### config.mk
export PLATFORM = sky130hd
export DESIGN_NAME = fetch_stage
export DESIGN_NICKNAME = d
export VERILOG_FILES = /design/src/rtl/fetch_pkg.sv /design/src/rtl/fetch_stage.sv
export SDC_FILE = /design/constraint.sdc
export NUM_CORES = 1
export LEC_CHECK = 0
export BUFFER_PORTS_ARGS = -buffer_cell sky130_fd_sc_hd__buf_4
export CAP_MARGIN = 25
export CORE_AREA = 2 2 127 129
export CTS_BUF_LIST = sky130_fd_sc_hd__clkbuf_2
export DETAILED_ROUTE_END_ITERATION = 6
export DIE_AREA = 0 0 129 131
export GPL_TIMING_DRIVEN = 0
export PLACE_DENSITY = 0.78
export SLEW_MARGIN = 30
export SYNTH_ARGS = -nofsm -noshare
export SYNTH_HDL_FRONTEND = slang
export SYNTH_SLANG_ARGS = --single-unit
export TNS_END_PERCENT = 5
### constraint.sdc
create_clock -name clk -period 2.35 [get_ports clk]
set_input_delay 0.3525 -clock clk [delete_from_list [all_inputs] [get_ports clk]]
set_output_delay 0.3525 -clock clk [all_outputs]
set_load 0.02 [all_outputs]
### src/rtl/fetch_pkg.sv
// Shared fetch-stage types: FSM state encoding, the bubble instruction
// and the IF/ID register layout that the decoder also consumes.
package fetch_pkg;

  typedef enum logic [1:0] {
    BOOT  = 2'd0,
    RUN   = 2'd1,
    FAULT = 2'd2
  } fetch_state_t;

  localparam logic [31:0] NOP = 32'h0000_0013;

  typedef struct packed {
    logic        valid;
    logic [31:0] pc;
    logic [31:0] pc_plus4;
    logic [31:0] instr;
  } if_id_t;

endpackage

### src/rtl/fetch_stage.sv
// PC register and IF/ID pipeline register; handles boot bubble, stall,
// redirect with flush and a sticky misaligned-redirect fault.
module fetch_stage
  import fetch_pkg::*;
#(
  parameter logic [31:0] BASE_PC   = 32'h0000_0000,
  parameter logic [31:0] NOP_INSTR = NOP
) (
  input  logic        clk,
  input  logic        rst_n,
  input  logic        stall_i,
  input  logic        redirect_valid_i,
  input  logic [31:0] redirect_pc_i,
  output logic [31:0] imem_pc_o,
  input  logic [31:0] imem_instr_i,
  output logic        if_id_valid_o,
  output logic [31:0] if_id_pc_o,
  output logic [31:0] if_id_pc_plus4_o,
  output logic [31:0] if_id_instr_o,
  output logic        fault_o,
  output logic [31:0] fetch_count_o
);

  localparam if_id_t IF_ID_RESET = '{
    valid:    1'b0,
    pc:       BASE_PC,
    pc_plus4: BASE_PC + 32'd4,
    instr:    NOP_INSTR
  };

  fetch_state_t state_q, state_d;
  logic [31:0]  pc_q, pc_d;
  logic [31:0]  pc_plus4;
  if_id_t       if_id_q, if_id_d;
  logic [31:0]  count_q, count_d;
  logic         fault_q, fault_d;

  assign pc_plus4 = pc_q + 32'd4;

  // imem_instr_i is only routed into if_id_d on the capture branch, so an
  // undriven word in any other cycle never reaches the register.
  always_comb begin
    state_d = state_q;
    pc_d    = pc_q;
    if_id_d = if_id_q;
    count_d = count_q;
    fault_d = fault_q;
    case (state_q)
      BOOT: state_d = RUN;
      RUN: begin
        if (redirect_valid_i && (redirect_pc_i[1:0] != 2'b00)) begin
          state_d       = FAULT;
          fault_d       = 1'b1;
          if_id_d.valid = 1'b0;
          if_id_d.instr = NOP_INSTR;
        end else if (redirect_valid_i) begin
          pc_d          = redirect_pc_i;
          if_id_d.valid = 1'b0;
          if_id_d.instr = NOP_INSTR;
        end else if (!stall_i) begin
          if_id_d = '{valid: 1'b1, pc: pc_q, pc_plus4: pc_plus4, instr: imem_instr_i};
          pc_d    = pc_plus4;
          count_d = count_q + 32'd1;
        end
      end
      FAULT: state_d = FAULT;
      default: state_d = BOOT;
    endcase
  end

  always_ff @(posedge clk or negedge rst_n) begin
    if (!rst_n) begin
      state_q <= BOOT;
      pc_q    <= BASE_PC;
      if_id_q <= IF_ID_RESET;
      count_q <= 32'd0;
      fault_q <= 1'b0;
    end else begin
      state_q <= state_d;
      pc_q    <= pc_d;
      if_id_q <= if_id_d;
      count_q <= count_d;
      fault_q <= fault_d;
    end
  end

  assign imem_pc_o        = pc_q;
  assign if_id_valid_o    = if_id_q.valid;
  assign if_id_pc_o       = if_id_q.pc;
  assign if_id_pc_plus4_o = if_id_q.pc_plus4;
  assign if_id_instr_o    = if_id_q.instr;
  assign fault_o          = fault_q;
  assign fetch_count_o    = count_q;

endmodule

==> impl_metrics.py <==
metrics = {
    "run_status": {
        "status": "complete, no violations",
    },
    "power": {
        "power.total_mw": 11.3,
        "ir_worst_vdd_mv": 0.696,
        "power_frac_seq_pct": 41.1,
        "leakage_nw": 5.08,
        "p_clk_share_pct": 12.8,
        "p_comb_share_pct": 46.1,
        "p_sw_mw": 4.87,
        "p_per_area_mw_per_mm2": 1080,
        "p_int_mw": 6.44,
        "switching_share_pct": 43.1,
    },
    "critical_path": {
        "slowest_stage": "dfrtp_1",
        "path_buf_inv": 0,
        "end_kind": "flip-flop",
        "worst_setup_path_start_kind": "flip-flop",
        "critical_path_arrival_ns": 3.04,
        "cp.depth": 5,
        "cp_top_family": "simple AND/OR/NAND/NOR gates",
        "startpoint": "imem_pc_o[16]$_DFFE_PN0P_",
        "r2r-start": "imem_pc_o[16]$_DFFE_PN0P_",
        "worst-setup-path-type": "reg2reg",
        "crit_chain": "nand4_1, or4_4, or3_4, or3_1, a31oi_1",
        "critical_path.max_stage_delay_ns": 0.56,
        "crit_path_max_fanout": 7,
        "reg2reg_depth": 5,
        "cp.required_ns": 3.06,
    },
    "placement": {
        "dp_cells": 1183,
        "numPortBuffers": 229,
        "place.gp.congestion": 0.840,
        "dp_hpwl_mm": 16.4,
    },
    "logic_synthesis": {
        "synth_cells": 736,
        "avgSynthCellArea_um2": 10.0,
        "synth_edf_count": 0,
        "async_flop_share_pct": 100,
        "yosys-top-cells-area": "dfrtp_1 (54%), nand2_1 (7.8%), xnor2_1 (4.5%), o21ai_0 (3.5%), a22o_1 (3.4%)",
        "ys_ff_latch": 162,
        "syn_area_mm2": 0.00737,
        "synth_top_area_cell": "dfrtp_1",
        "yosys-top-cells-count": "dfrtp_1 (158), nand2_1 (153), o21ai_0 (52)",
        "yosys_warnings": 0,
        "ys_types": 61,
        "yosysTopAreaCellShare_pct": 53.6,
        "syn-num-nets": 808,
        "synthMostInstantiatedCell": "dfrtp_1",
        "seq_area_frac_synth_pct": 55.0,
        "synthFlopType": "dfrtp_1",
    },
    "layout": {
        "stdcell_count": 1291,
        "area_growth_pct": 42.5,
        "drive_gt1_share_pct": 30.2,
        "fin_nets": 1132,
    },
    "detailed_routing": {
        "drcViolationCount": 0,
        "wl_per_cell_um": 18.4,
        "ant_nets": 0,
        "vias_per_cell": 5.38,
        "drt_pass1_iterations": 5,
        "finalWirelength_mm": 23.7,
        "num_vias": 6941,
        "drt_iter0_drc": 549,
    },
    "timing": {
        "maxClockFrequency_mhz": 428,
        "finalHoldViolations": 0,
        "fin_skew_ns": 0.0418,
        "rsz0062_at_grt": "yes",
        "worst_pin_slew_ns": 0.721,
        "holdWs_ns": 0.0553,
        "fin_crit_sh_pct": 99.4,
        "min_period_ns": 2.34,
        "drv_slew": 0,
        "max_slew_margin_pct": 51.7,
        "finalSetupViolations": 0,
    },
    "die": {
        "core_mm2": 0.0156,
        "start_util_pct": 47.3,
        "num_rows": 46,
        "pin_count": 230,
        "die_y_um": 131,
        "die_w_um": 129,
        "die_area_mm2": 0.0169,
    },
    "cts": {
        "clock-sinks": 162,
        "clockBufferDepth": 2,
        "clock_latency_ns": 0.76,
        "cts_max_level": 4,
        "cts_buffers": 17,
        "clk_pin_slew_worst_paths_ns": 0.24,
        "cts_root_buf": "clkbuf_2",
        "cts_tree": "built",
    },
    "global_routing": {
        "grt_pass1_wl_mm": 35.7,
        "grt_max_degree": 57,
        "grt_pass1_vias": 6675,
        "gr-total-overflow": 0,
        "grtUsageTotal_pct": 27.8,
        "antenna_found_initial": 1,
    },
    "worst_hold_path": {
        "hp-class": "in2async",
    },
    "run": {
        "maxCapViolations": 0,
    },
}
worst register-to-register path, stage by stage, from the launching register on:
cell and delay (ns):
dfrtp_1 0.56, nand4_1 0.25, or4_4 0.51, or3_4 0.42, or3_1 0.37, a31oi_1 0.18
metal layers:
layer  up-vias  GRT usage [%]  share of wire [%]
li1       3227              -                  -
met1      3354           37.5                 42
met5         -              0                  0
met4         0           12.1                3.1
met3        51           6.64                7.4
met2       309           43.2                 48
cell usage in the layout (no fill, tap or decap), drive strengths merged, types with 6 or more instances in the layout:
cell type / instances
a21oi: 19
a22o: 29
and3: 14
and4: 8
buf: 258
clkbuf: 49
clkinv: 6
dfrtp: 158
dlygate4sd3: 68
inv: 14
nand2: 154
nand3: 30
nand4: 24
nor2: 29
nor3: 12
nor4: 7
o21ai: 53
o22ai: 7
or3: 6
xnor2: 38
xor2: 17
final timing paths:
kind                                                    endpoint  slack, ns
worst max-delay path            if_id_pc_plus4_o[28]$_DFFE_PN0P_       0.01
worst min-delay path                   if_id_pc_o[2]$_DFFE_PN0P_       0.06
worst max register to register  if_id_pc_plus4_o[28]$_DFFE_PN0P_       0.01
worst min register to register     fetch_count_o[28]$_DFFE_PN0P_       0.50
max in group asynchronous               imem_pc_o[3]$_DFFE_PN0P_       1.38
min in group clk                   if_id_instr_o[30]$_DFFE_PN0P_       0.34
flip-flops by register name, indices dropped and copies added (netlist names):
name              cells
fetch_count_o        32
if_id_instr_o        32
if_id_pc_o           32
imem_pc_o            32
if_id_pc_plus4_o     30
state_q               2
fault_o               1
if_id_valid_o         1
layout make-up:
class | instances | area, um2
diodes | 2 | 5.00
plain buffers | 51 | 302
clock buffers | 18 | 90.1
clock inverters | 14 | 128
fillers | 1196 | 5090
inverters | 9 | 33.8
multi-input cells | 512 | 3100
flip-flops and latches | 162 | 4060
well taps | 216 | 270
repair buffers | 307 | 2520
repair_timing:
item / 4_1_cts / 5_1_grt
cloned: 0 / 1
resized for setup: 13 / 20
hold buffers: 68 / 0
buffers inserted: 2 / 5
pin swaps: 2 / 5
endpoints found under the setup margin: 100 / 103
endpoints found under the hold margin: 174 / 0
power by group through the flow:
stage          sequential (mW)  clock [mW]  combinational (mW)
6_report                  4.64        1.45                5.21
5_1_grt                   4.77        1.61                5.59
4_1_cts                   4.60        1.49                5.15
3_5_place_dp              4.65           0                4.98
3_3_place_gp              4.63           0                4.85
2_1_floorplan             5.65           0                1.58
through the flow:
stage	setup slack [ns]	util (%)	cell area, um2	setup TNS [ns]
after floorplan	0.0610	-	7380	0
after global placement	-0.492	60.0	9370	-18.62
after detailed placement	-0.277	60.5	9430	-9.67
after CTS	0.00610	66.7	10400	0
after global routing	-0.0605	67.4	10500	-0.0862
final	0.0147	67.4	10500	0
cells by family (layout without fill, tap and decap cells):
kind of cell / after synthesis / after routing / synth area share, %
adders and majority gates: 4 / 4 / 0.679
xor gates and xnor gates: 55 / 55 / 6.53
DFF: 162 / 162 / 55.0
AOI/OAI and AO/OA: 144 / 144 / 13.0
and+or+nand+nor: 307 / 307 / 20.0
buffers and inverters: 62 / 399 / 4.46
other: 0 / 2 / 0
muxes: 2 / 2 / 0.272
(Power assumes the default switching activity.)
